<file path="config.mk">
export PLATFORM = sky130hd
export DESIGN_NAME = multicycle_ctrl
export DESIGN_NICKNAME = d
export VERILOG_FILES = /design/src/rtl/multicycle_ctrl.sv
export SDC_FILE = /design/constraint.sdc
export NUM_CORES = 1
export LEC_CHECK = 0
export BUFFER_PORTS_ARGS = -buffer_cell sky130_fd_sc_hd__buf_2
export CAP_MARGIN = 0
export CORE_MARGIN = 8
export CORE_UTILIZATION = 47
export CTS_CLUSTER_DIAMETER = 50
export DETAILED_ROUTE_END_ITERATION = 16
export GPL_TIMING_DRIVEN = 0
export PLACE_DENSITY = 0.8
export RECOVER_POWER = 25
export SLEW_MARGIN = 25
export SYNTH_ARGS = -nofsm -noshare
export SYNTH_HDL_FRONTEND = slang
export SYNTH_SLANG_ARGS = --single-unit
</file>
<file path="constraint.sdc">
create_clock -name clk -period 1.7 [get_ports clk]
set_input_delay 0.425 -clock clk [delete_from_list [all_inputs] [get_ports clk]]
set_output_delay 0.425 -clock clk [all_outputs]
set_load 0.05 [all_outputs]
</file>
<file path="src/rtl/multicycle_ctrl.sv">
// Multicycle MIPS-subset control FSM with memory-wait timeout and sticky bus error.
// Optional bne support is enabled by defining MULTICYCLE_CTRL_BNE_EN.
module multicycle_ctrl #(
   parameter int TIMEOUT = 15
) (
   input  logic       clk,
   input  logic       reset,
   input  logic [5:0] op,
   input  logic [5:0] funct,
   input  logic       zero,
   input  logic       mem_ready,
   output logic       pcen,
   output logic       irwrite,
   output logic       memread,
   output logic       memwrite,
   output logic       iord,
   output logic       regwrite,
   output logic       regdst,
   output logic       memtoreg,
   output logic       alusrca,
   output logic [1:0] alusrcb,
   output logic [1:0] pcsrc,
   output logic [2:0] alucontrol,
   output logic       bus_err,
   output logic       halted,
   output logic [3:0] state
);

   typedef enum logic [3:0] {
      S_FETCH    = 4'd0,
      S_DECODE   = 4'd1,
      S_MEMADR   = 4'd2,
      S_MEMREAD  = 4'd3,
      S_MEMWB    = 4'd4,
      S_MEMWRITE = 4'd5,
      S_EXECUTE  = 4'd6,
      S_ALUWB    = 4'd7,
      S_BRANCH   = 4'd8,
      S_ADDIEX   = 4'd9,
      S_ADDIWB   = 4'd10,
      S_JUMP     = 4'd11,
      S_HALT     = 4'd12
   } state_t;

   localparam logic [5:0] OP_R    = 6'b000000;
   localparam logic [5:0] OP_LW   = 6'b100011;
   localparam logic [5:0] OP_SW   = 6'b101011;
   localparam logic [5:0] OP_BEQ  = 6'b000100;
   localparam logic [5:0] OP_ADDI = 6'b001000;
   localparam logic [5:0] OP_J    = 6'b000010;
`ifdef MULTICYCLE_CTRL_BNE_EN
   localparam logic [5:0] OP_BNE  = 6'b000101;
`endif

   localparam logic [5:0] F_ADD = 6'b100000;
   localparam logic [5:0] F_SUB = 6'b100010;
   localparam logic [5:0] F_AND = 6'b100100;
   localparam logic [5:0] F_OR  = 6'b100101;
   localparam logic [5:0] F_SLT = 6'b101010;

   localparam int CW = (TIMEOUT < 1) ? 1 : $clog2(TIMEOUT + 1);
   localparam logic [CW-1:0] TMAX = CW'(TIMEOUT);

   state_t        cur;
   logic [CW-1:0] cnt;
   logic          funct_ok;
   logic          wait_hit;

   assign funct_ok = (funct == F_ADD) || (funct == F_SUB) || (funct == F_AND) ||
                     (funct == F_OR)  || (funct == F_SLT);
   // Completion on the last allowed cycle wins, so a timeout needs mem_ready low.
   assign wait_hit = !mem_ready && (cnt == TMAX);

   always_ff @(posedge clk or negedge reset) begin
      if (!reset) begin
         cur     <= S_FETCH;
         cnt     <= '0;
         bus_err <= 1'b0;
      end else begin
         cnt <= '0;
         case (cur)
            S_FETCH, S_MEMREAD, S_MEMWRITE: begin
               if (mem_ready) begin
                  case (cur)
                     S_FETCH:   cur <= S_DECODE;
                     S_MEMREAD: cur <= S_MEMWB;
                     default:   cur <= S_FETCH;
                  endcase
               end else if (wait_hit) begin
                  cur     <= S_HALT;
                  cnt     <= cnt;
                  bus_err <= 1'b1;
               end else begin
                  cnt <= cnt + 1'b1;
               end
            end
            S_DECODE: begin
               case (op)
                  OP_LW, OP_SW: cur <= S_MEMADR;
                  OP_R:         cur <= funct_ok ? S_EXECUTE : S_HALT;
                  OP_BEQ:       cur <= S_BRANCH;
`ifdef MULTICYCLE_CTRL_BNE_EN
                  OP_BNE:       cur <= S_BRANCH;
`endif
                  OP_ADDI:      cur <= S_ADDIEX;
                  OP_J:         cur <= S_JUMP;
                  default:      cur <= S_HALT;
               endcase
            end
            S_MEMADR:  cur <= (op == OP_SW) ? S_MEMWRITE : S_MEMREAD;
            S_EXECUTE: cur <= S_ALUWB;
            S_ADDIEX:  cur <= S_ADDIWB;
            S_MEMWB, S_ALUWB, S_BRANCH, S_ADDIWB, S_JUMP: cur <= S_FETCH;
            S_HALT:    cur <= S_HALT;
            default:   cur <= S_HALT;
         endcase
      end
   end

   // Outputs decode the registered state, so an async reset shows FETCH outputs at once.
   always_comb begin
      pcen       = 1'b0;
      irwrite    = 1'b0;
      memread    = 1'b0;
      memwrite   = 1'b0;
      iord       = 1'b0;
      regwrite   = 1'b0;
      regdst     = 1'b0;
      memtoreg   = 1'b0;
      alusrca    = 1'b0;
      alusrcb    = 2'b00;
      pcsrc      = 2'b00;
      alucontrol = 3'b010;
      case (cur)
         S_FETCH: begin
            memread = 1'b1;
            alusrcb = 2'b01;
            irwrite = mem_ready;
            pcen    = mem_ready;
         end
         S_DECODE:   alusrcb = 2'b11;
         S_MEMADR: begin
            alusrca = 1'b1;
            alusrcb = 2'b10;
         end
         S_MEMREAD: begin
            iord    = 1'b1;
            memread = 1'b1;
         end
         S_MEMWRITE: begin
            iord     = 1'b1;
            memwrite = 1'b1;
         end
         S_MEMWB: begin
            memtoreg = 1'b1;
            regwrite = 1'b1;
         end
         S_EXECUTE: begin
            alusrca = 1'b1;
            case (funct)
               F_SUB:   alucontrol = 3'b110;
               F_AND:   alucontrol = 3'b000;
               F_OR:    alucontrol = 3'b001;
               F_SLT:   alucontrol = 3'b111;
               default: alucontrol = 3'b010;
            endcase
         end
         S_ALUWB: begin
            regdst   = 1'b1;
            regwrite = 1'b1;
         end
         S_BRANCH: begin
            alusrca    = 1'b1;
            alucontrol = 3'b110;
            pcsrc      = 2'b01;
`ifdef MULTICYCLE_CTRL_BNE_EN
            pcen       = (op == OP_BNE) ? ~zero : zero;
`else
            pcen       = zero;
`endif
         end
         S_ADDIEX: begin
            alusrca = 1'b1;
            alusrcb = 2'b10;
         end
         S_ADDIWB:   regwrite = 1'b1;
         S_JUMP: begin
            pcsrc = 2'b10;
            pcen  = 1'b1;
         end
         default: ;
      endcase
   end

   assign halted = (cur == S_HALT);
   assign state  = cur;

endmodule

</file>
==> results by group, run 1 <==
Yosys
  – Commonest cells in the netlist: nor2_1, nor3_1, dfrtp_1
  – Top-count cell post-synth: nor2_1
  – Area share of the largest cell type after synthesis: 25.5%
  – Fraction of registers with async set/reset: 100%
  – Syn avg cell area: 7.68 sq um
  – Mapped Cells: 115
  – Synthesized area: 883 sq um
  – Post-synth top area cell: dfrtp_1
  – Register bit total from synthesis: 9
  – Syn Nets: 132
  – Synth Warn #: 0
  – Post-synth EDFFs: 0
  – Most used DFF post-synth: dfrtp_1
  – Synth area leaders: dfrtp_1, nor2_1, nor3_1
  – Sequential area share after synthesis: 25.5%
  – Yosys cell types: 46

CTS
  – CTS Buf Count: 3
  – Bufs on Longest Clock Path: 2
  – CTS Sinks: 9
  – CTS Hold Buffers Added: 0
  – H-tree depth: 1
  – CTS root buf: clkbuf_4

Run status
  – Outcome: stopped before the end
  – First Err: [ERROR DPL-0033] detailed placement checks failed during check placement.
  – Failed at: 5_1_grt

STA
  – Category of the worst endpoint: output port
  – Worst_ep grt: alucontrol[2]

Floorplan
  – Initial Util: 50.6%
  – Std cell rows: 15
  – Ports: 38
  – Die Ht: between 50 and 60 um
  – Die width: 59.4 um

Placement
  – Routability cong.: 0.848
  – Post-DP HPWL: roughly 2.1 mm
  – Dpl ws: -0.364 ns
  – IO Port Bufs: 37

Global routing
  – Largest net degree at the start of global routing: 11
  – Initial antenna violation count: 0
## through the flow
| step | setup TNS, ns | utilization (%) | area, sq um | instances |
|---|---|---|---|---|
| after floorplan | -2.54 | - | 1070 | 115 |
| after global placement | -0.916 | 74.0 | 1290 | 177 |
| after detailed placement | -1.03 | 74.0 | 1290 | 177 |
| after CTS | -3.29 | 92.7 | 1620 | 195 |
## cells by family after synthesis
kind of cell	synth area share (%)
simple gates	38.8
compound gates	21.2
flops	25.5
buf+inv	6.66
xor+xnor	3.97
mux	2.41
fa+ha+maj	1.42
## timing repair
action / CTS
buffers inserted: 15
setup endpoints to repair: 17
gates cloned: 1
gates resized for setup: 54
pin swaps: 8
==> inputs of run 2 (changes only) <==
--- a/config.mk
+++ b/config.mk
@@ -7,12 +7,11 @@
 export LEC_CHECK = 0
 export BUFFER_PORTS_ARGS = -buffer_cell sky130_fd_sc_hd__buf_2
 export CAP_MARGIN = 0
-export CORE_MARGIN = 8
-export CORE_UTILIZATION = 47
-export CTS_CLUSTER_DIAMETER = 50
+export CORE_AREA = 8 8 69 71
 export DETAILED_ROUTE_END_ITERATION = 16
+export DIE_AREA = 0 0 77 79
 export GPL_TIMING_DRIVEN = 0
-export PLACE_DENSITY = 0.8
+export PLACE_DENSITY_LB_ADDON = 0.15
 export RECOVER_POWER = 25
 export SLEW_MARGIN = 25
 export SYNTH_ARGS = -nofsm -noshare
==> run 2 against run 1 <==
The flow now finishes, with violations (setup timing). Synthesized cell count did not move. Synthesized area unchanged.
==> results by group, run 2 <==
Routing
  – Final ANT Viol Nets: 0
  – Total Routed Length: 3.58 mm
  – DR iter-0 viols: 63
  – WL/cell: 15.0 um
  – Via Count: about 1.2k
  – DRC Markers: 0
  – First-pass DRT Iterations: 4
  – Vias per inst: 4.98

STA
  – Setup ws final: -0.258 ns
  – Tcrit/Tclk final: 115%
  – Slew margin rel.: 68.1%
  – Max Freq: a little over 500 MHz
  – Final count of hold timing violations: 0
  – Max-slew violations: 0
  – Fin crit period: 1.96 ns
  – Worst Skew: roughly 0.0028 ns
  – RSZ-0062 raised after global routing: true
  – Number of setup violations in the final report: 18
  – Measured slew at the worst slew-check pin: roughly 0.48 ns

Yosys
  – Commonest cells in the netlist: nor2_1, nor3_1, dfrtp_1
  – Syn avg cell area: 7.68 sq um (unchanged)
  – Most used DFF post-synth: dfrtp_1
  – Mapped Cells: 115 (unchanged)
  – Syn Nets: 132 (unchanged)
  – Post-synth EDFFs: 0 (unchanged)
  – Post-synth top area cell: dfrtp_1
  – Register bit total from synthesis: 9 (unchanged)
  – Area share of the largest cell type after synthesis: 25.5% (unchanged)
  – Synth area leaders: dfrtp_1, nor2_1, nor3_1
  – Synth Warn #: 0 (unchanged)
  – Yosys cell types: 46 (unchanged)
  – Sequential area share after synthesis: 25.5% (unchanged)
  – Fraction of registers with async set/reset: 100% (unchanged)
  – Synthesized area: 883 sq um (unchanged)
  – Top-count cell post-synth: nor2_1

Run status
  – Violated checks: setup timing
  – Outcome: finished with violations

Hold path
  – Hold WC Path Type: primary input to asynchronous set/reset pin

CTS
  – CTS Buf Count: 3 (unchanged)
  – Worst-Skew Late Latency: 0.23 ns
  – CTS tree: built
  – Clock slew at reported path FFs: 0.04 ns
  – CTS root buf: clkbuf_8
  – CTS Sinks: 9 (unchanged)
  – H-tree depth: 1 (unchanged)
  – CTS Hold Buffers Added: 0 (unchanged)
  – Bufs on Longest Clock Path: 2 (unchanged)

Global routing
  – Grt ovf: 0
  – Largest net degree at the start of global routing: 11
  – Vias in the first global route: 1231
  – Tot GR Track Use: 11.0%
  – First-pass GRT wire length: 5.64 mm
  – Initial antenna violation count: 0

Placement
  – Placement-stage cell area: 1320 sq um (+2.4%)
  – Post-DP HPWL: 2.42 mm (+13%)
  – IO Port Bufs: 37 (unchanged)
  – Routability cong.: 0.762 (-10%)

Critical path
  – Critical path arrival: 1.53 ns
  – Crit path capture type: output port
  – Crit path largest cell delay: around 0.50 ns
  – Crit-path max FO: 8
  – Cell breakdown of the critical path: nor2_4, nand4b_1, nor4b_2, or2_4, buf_8
  – CP Class: flip-flop to output port
  – Startpoint types: flip-flop
  – CP required: 1.27 ns
  – Crit-path slowest cell: dfrtp_2
  – Worst path bufs/invs: 1
  – Largest delay share family, worst path: simple AND/OR/NAND/NOR gates

Floorplan
  – Std cell rows: 23 (+8)
  – Die width: 77 um (+30%)
  – Die area: 6080 sq um
  – Floorplan core area: 3800 sq um
  – Initial Util: 23.3% (-27 points)
  – Die Ht: 79 um (+33%)
  – Ports: 38 (unchanged)

Power and ir drop
  – Pwr/cell area: 2230 nW/um^2
  – Leak: 0.831 nW
  – Final total power: between 4 and 5 mW
  – Worst IR Drop VDD: 756 uV

Layout
  – Synthesis-to-finish area growth: 121%
  – Layout cells sized above 1: 65.6%
  – Leading cell types in the layout, fill and taps excluded: buf_4, buf_2, buf_6, nor2_1, buf_8
  – Number of fill cells in the layout: 369
  – Final net count: between 200 and 250
  – Commonest non-fill, non-tap cell in the layout: buf_4
  – # diodes: 0
  – Finished Cell Area: 1950 sq um

Run
  – Max cap viols: 0
[run 2: report_power, final]
group | internal, mW | leakage (nW) | switching, mW
Combinational | 1.73 | 0.693 | 1.95
Sequential | 0.290 | 0.114 | 0.131
Clock | 0.163 | 0.0228 | 0.0778
[run 2: path summary, 6_finish.rpt]
kind | start | endpoint | slack (ns) | cells after the start
setup / recovery | state[0]$_DFFE_PN0P_ | alucontrol[2] | -0.26 | 5
hold / removal | reset | cnt[0]$_DFFE_PN0N_ | 0.13 | 1
setup reg to reg | state[0]$_DFFE_PN0P_ | state[2]$_DFFE_PN0P_ | -0.01 | 7
hold reg to reg | bus_err$_DFFE_PN0P_ | bus_err$_DFFE_PN0P_ | 0.47 | 1
max in group asynchronous | reset | state[3]$_DFFE_PN0P_ | 1.22 | 1
min in group clk | bus_err$_DFFE_PN0P_ | bus_err$_DFFE_PN0P_ | 0.47 | 1
[run 2: layout make-up]
| cell class | instances | area [sq um] | share of cell area, % |
|---|---|---|---|
| Multi-Input combinational cell | 98 | 876 | 44.9 |
| Tap cell | 50 | 62.6 | 3.21 |
| Timing Repair Buffer | 74 | 689 | 35.3 |
| Buffer | 2 | 35.0 | 1.79 |
| Inverter | 2 | 13.8 | 0.705 |
| Sequential cell | 9 | 230 | 11.8 |
| Clock buffer | 4 | 45.0 | 2.31 |
[run 2: timing repair]
| item | 4_1_cts | 5_1_grt |
|---|---|---|
| buffers inserted | 22 | 14 |
| gates resized for setup | 66 | 17 |
| pin swaps | 8 | 11 |
| gates cloned | 1 | 0 |
| endpoints found under the setup margin | 17 | 21 |
[run 2: cell families after synthesis]
logic type	count (synthesis)	synth area share [%]
AOI/OAI and AO/OA	27	21.2
xor gates and xnor gates	4	3.97
adders and majority gates	1	1.42
buffers and inverters	8	6.66
DFF	9	25.5
muxes	2	2.41
and+or+nand+nor	64	38.8
[run 2: routing by layer]
metal | routed length, um | share of wire, % | global-route usage [%] | up-vias
met2 | 1940 | 54 | 21.2 | 29
met4 | 40 | 1.1 | 3.96 | 0
li1 | - | - | - | 579
met3 | 159 | 4.4 | 2.37 | 4
met5 | 0 | 0 | 0 | -
met1 | 1440 | 40 | 11.6 | 578
[run 2: metrics by stage]
stage / hold WS, ns / utilization (%) / worst slack (ns) / TNS [ns] / std cells
4_1_cts: 0.0395 / 48.1 / -0.268 / -2.48 / 229
6_report: 0.126 / 51.4 / -0.258 / -2.53 / 239
3_3_place_gp: 0.286 / 34.8 / -0.363 / -1.10 / 202
5_1_grt: 0.164 / 51.4 / -0.326 / -3.60 / 239
2_1_floorplan: 0.129 / - / -0.468 / -2.54 / 115
3_5_place_dp: 0.287 / 34.8 / -0.330 / -1.29 / 202
Note: power is estimated with default switching activity, not from simulation.
==> inputs of run 3 (changes only) <==
--- a/config.mk
+++ b/config.mk
@@ -11,7 +11,7 @@
 export DETAILED_ROUTE_END_ITERATION = 16
 export DIE_AREA = 0 0 77 79
 export GPL_TIMING_DRIVEN = 0
-export PLACE_DENSITY_LB_ADDON = 0.15
+export PLACE_DENSITY = 0.54
 export RECOVER_POWER = 25
 export SLEW_MARGIN = 25
 export SYNTH_ARGS = -nofsm -noshare
==> constraint.sdc (replaced) <==
create_clock -name clk -period 2 [get_ports clk]
set_input_delay 0.5 -clock clk [delete_from_list [all_inputs] [get_ports clk]]
set_output_delay 0.5 -clock clk [all_outputs]
set_load 0.05 [all_outputs]
==> run 3 against run 2 <==
The flow still finishes with violations (setup timing). Largest power group unchanged. Routed wire length shrank 17%. Cell count is 9.2% lower. Worst hold slack gained 0.082 ns. Setup slack improved by 0.23 ns. First-iteration DRC count up 11%. Flip-flop and latch count unchanged. Cell area fell by 22%. Total power fell by 35%.
==> results by group, run 3 (same netlist as run 2, synthesis figures left out) <==
Run status
  – Outcome: finished with violations
  – Violated checks: setup timing

Layout
  – Commonest non-fill, non-tap cell in the layout: buf_2
  – # diodes: 0 (unchanged)
  – Layout cells sized above 1: 54.5% (-11 points)
  – Core Util, Final: 40.2% (-11 points)
  – Synthesis-to-finish area growth: 72.9%
  – Final net count: 185 (-11%)
  – Leading cell types in the layout, fill and taps excluded: buf_2, nor2_1, buf_4, buf_6, nor3_1

STA
  – Slew margin rel.: 67.0% (-1.1 points)
  – Setup ws final: -0.0305 ns (+0.227 ns)
  – Final count of hold timing violations: 0 (unchanged)
  – Tcrit/Tclk final: 102%
  – Measured slew at the worst slew-check pin: 0.495 ns (+0.0172 ns)
  – Number of setup violations in the final report: 3 (-15)
  – Fin crit period: between 2 and 2.5 ns
  – RSZ-0062 raised after global routing: true
  – Max Freq: 492 MHz
  – Worst Skew: 0.00106 ns (-0.00174 ns)
  – Max-slew violations: 0 (unchanged)

Floorplan
  – Die width: 77 um (unchanged)
  – Die area: 6080 sq um (unchanged)
  – Die Ht: 79 um (unchanged)
  – Floorplan core area: 3800 sq um (unchanged)
  – Std cell rows: 23 (unchanged)
  – Initial Util: 23.3% (unchanged)
  – Ports: 38 (unchanged)

Global routing
  – First-pass GRT wire length: 4.67 mm (-17%)
  – Largest net degree at the start of global routing: 11 (unchanged)
  – Vias in the first global route: 1022 (-17%)
  – Initial antenna violation count: 0 (unchanged)
  – Tot GR Track Use: 9.08% (-2.0 points)
  – Grt ovf: 0 (unchanged)

Critical path
  – Crit-path max FO: 6 (-2)
  – Crit path largest cell delay: 0.46 ns (-0.04 ns)
  – FF-to-FF setup slack: 0.39 ns (+0.40 ns)
  – FF-to-FF End: state[2]$_DFFE_PN0P_
  – Cell breakdown of the critical path: nor2_4, nand4b_1, nor4b_2, or2_4, buf_8
  – Crit path capture type: output port
  – CP Capture Point: alucontrol[2]
  – Startpoint types: flip-flop
  – CP required: 1.50 ns (+0.23 ns)
  – Critical path arrival: 1.53 ns (about the same)
  – CP Class: flip-flop to output port
  – Crit-path slowest cell: dfrtp_2
  – Reg-to-Reg Start: state[0]$_DFFE_PN0P_
  – Worst Setup SP: state[0]$_DFFE_PN0P_
  – R2R depth: 6 (-1)

CTS
  – CTS Buf Count: 3 (unchanged)
  – Worst-Skew Late Latency: 0.23 ns (about the same)
  – H-tree depth: 1 (unchanged)
  – Clock slew at reported path FFs: 0.04 ns (about the same)
  – Bufs on Longest Clock Path: 2 (unchanged)
  – CTS root buf: clkbuf_8
  – CTS tree: built
  – CTS Hold Buffers Added: 0 (unchanged)
  – CTS Sinks: 9 (unchanged)

Routing
  – First-pass DRT Iterations: 4 (unchanged)
  – Final ANT Viol Nets: 0 (unchanged)
  – WL/cell: 13.8 um (-8.1%)
  – Vias per inst: 4.97 (-0.14%)
  – DRC Markers: 0 (unchanged)
  – Via Count: 1079 (-9.3%)
  – Total Routed Length: 2.99 mm (-17%)
  – DR iter-0 viols: 70 (+11%)

Hold path
  – Hold WC Path Type: primary input to asynchronous set/reset pin

Placement
  – IO Port Bufs: 37 (unchanged)
  – Routability cong.: 0.802 (+5.2%)
  – Post-DP HPWL: 2.29 mm (-5.7%)

Run
  – Max cap viols: 0 (unchanged)

Power and ir drop
  – Leak: 0.648 nW (-22%)
  – Final total power: 2.83 mW (-35%)
  – Pwr/cell area: 1860 nW/um^2 (-17%)
  – Worst IR Drop VDD: 589 uV (-22%)
[run 3: changes by cell type in the layout (fill, tap and decap cells not counted), moves of 2 or more]
cell      previous run  this run
nor2_4               5         2
buf_6               16         8
buf_12               3         1
buf_2               19        26
nor2_2               0         3
buf_4               25        13
nand2b_1             1         3
buf_8               11         3
nand2b_4             4         1
[run 3: how the worst min path moves through the flow]
| stage | start | to | slack, ns | cells past startpoint |
|---|---|---|---|---|
| floorplan | reset | bus_err$_DFFE_PN0P_ | 0.20 | 0 |
| global placement | reset | cnt[0]$_DFFE_PN0N_ | 0.36 | 1 |
| detailed placement | reset | cnt[1]$_DFFE_PN0N_ | 0.36 | 1 |
| CTS | reset | bus_err$_DFFE_PN0P_ | 0.12 | 1 |
| global route | reset | bus_err$_DFFE_PN0P_ | 0.25 | 1 |
| finish | reset | bus_err$_DFFE_PN0P_ | 0.21 | 1 |
[run 3: what timing repair did]
action	CTS	global route
gates cloned	0	0
pin swaps	4	3
setup buffers	8	5
resized for setup	22	17
setup endpoints to repair	9	13
[run 3: report_power, final]
| part | switching, mW | total [mW] | internal, mW |
|---|---|---|---|
| Combinational | 1.40 | 2.27 | 0.872 |
| Clock | 0.0656 | 0.204 | 0.138 |
| Sequential | 0.115 | 0.362 | 0.247 |
| Total | 1.58 | 2.83 | 1.26 |
[run 3: worst max-delay path, delay by kind of cell (launching register included)]
kind / cells / cell delay (ns)
buffers and inverters: 1 / 0.13
and+or+nand+nor: 4 / 0.70
DFF: 1 / 0.46
[run 3: through the flow]
step	setup WS [ns]	hold slack [ns]	area, sq um	std cells	TNS (ns)
2_1_floorplan	-0.243	0.204	1030	115	-0.544
3_3_place_gp	-0.279	0.357	1280	202	-0.279
3_5_place_dp	-0.301	0.360	1280	202	-0.316
4_1_cts	-0.0843	0.116	1450	213	-0.142
5_1_grt	-0.117	0.248	1530	217	-0.322
6_report	-0.0305	0.208	1530	217	-0.0644
[run 3: per-layer routing]
metal  vias to the layer above  GRT usage (%)  share of wire (%)
li1                        538              -                  -
met2                        34           16.7                 52
met5                         -              0                  0
met3                         0           3.61                6.1
met1                       507           9.89                 42
met4                         0           1.13                  0
[run 3: cell type report]
type,instances,area [sq um]
buffer,4,50.0
clock buffer,4,45.0
fill,409,2270
inverter,2,10.0
multi-input combinational,98,772
sequential,9,230
tap,50,62.6
timing repair buffer,50,358
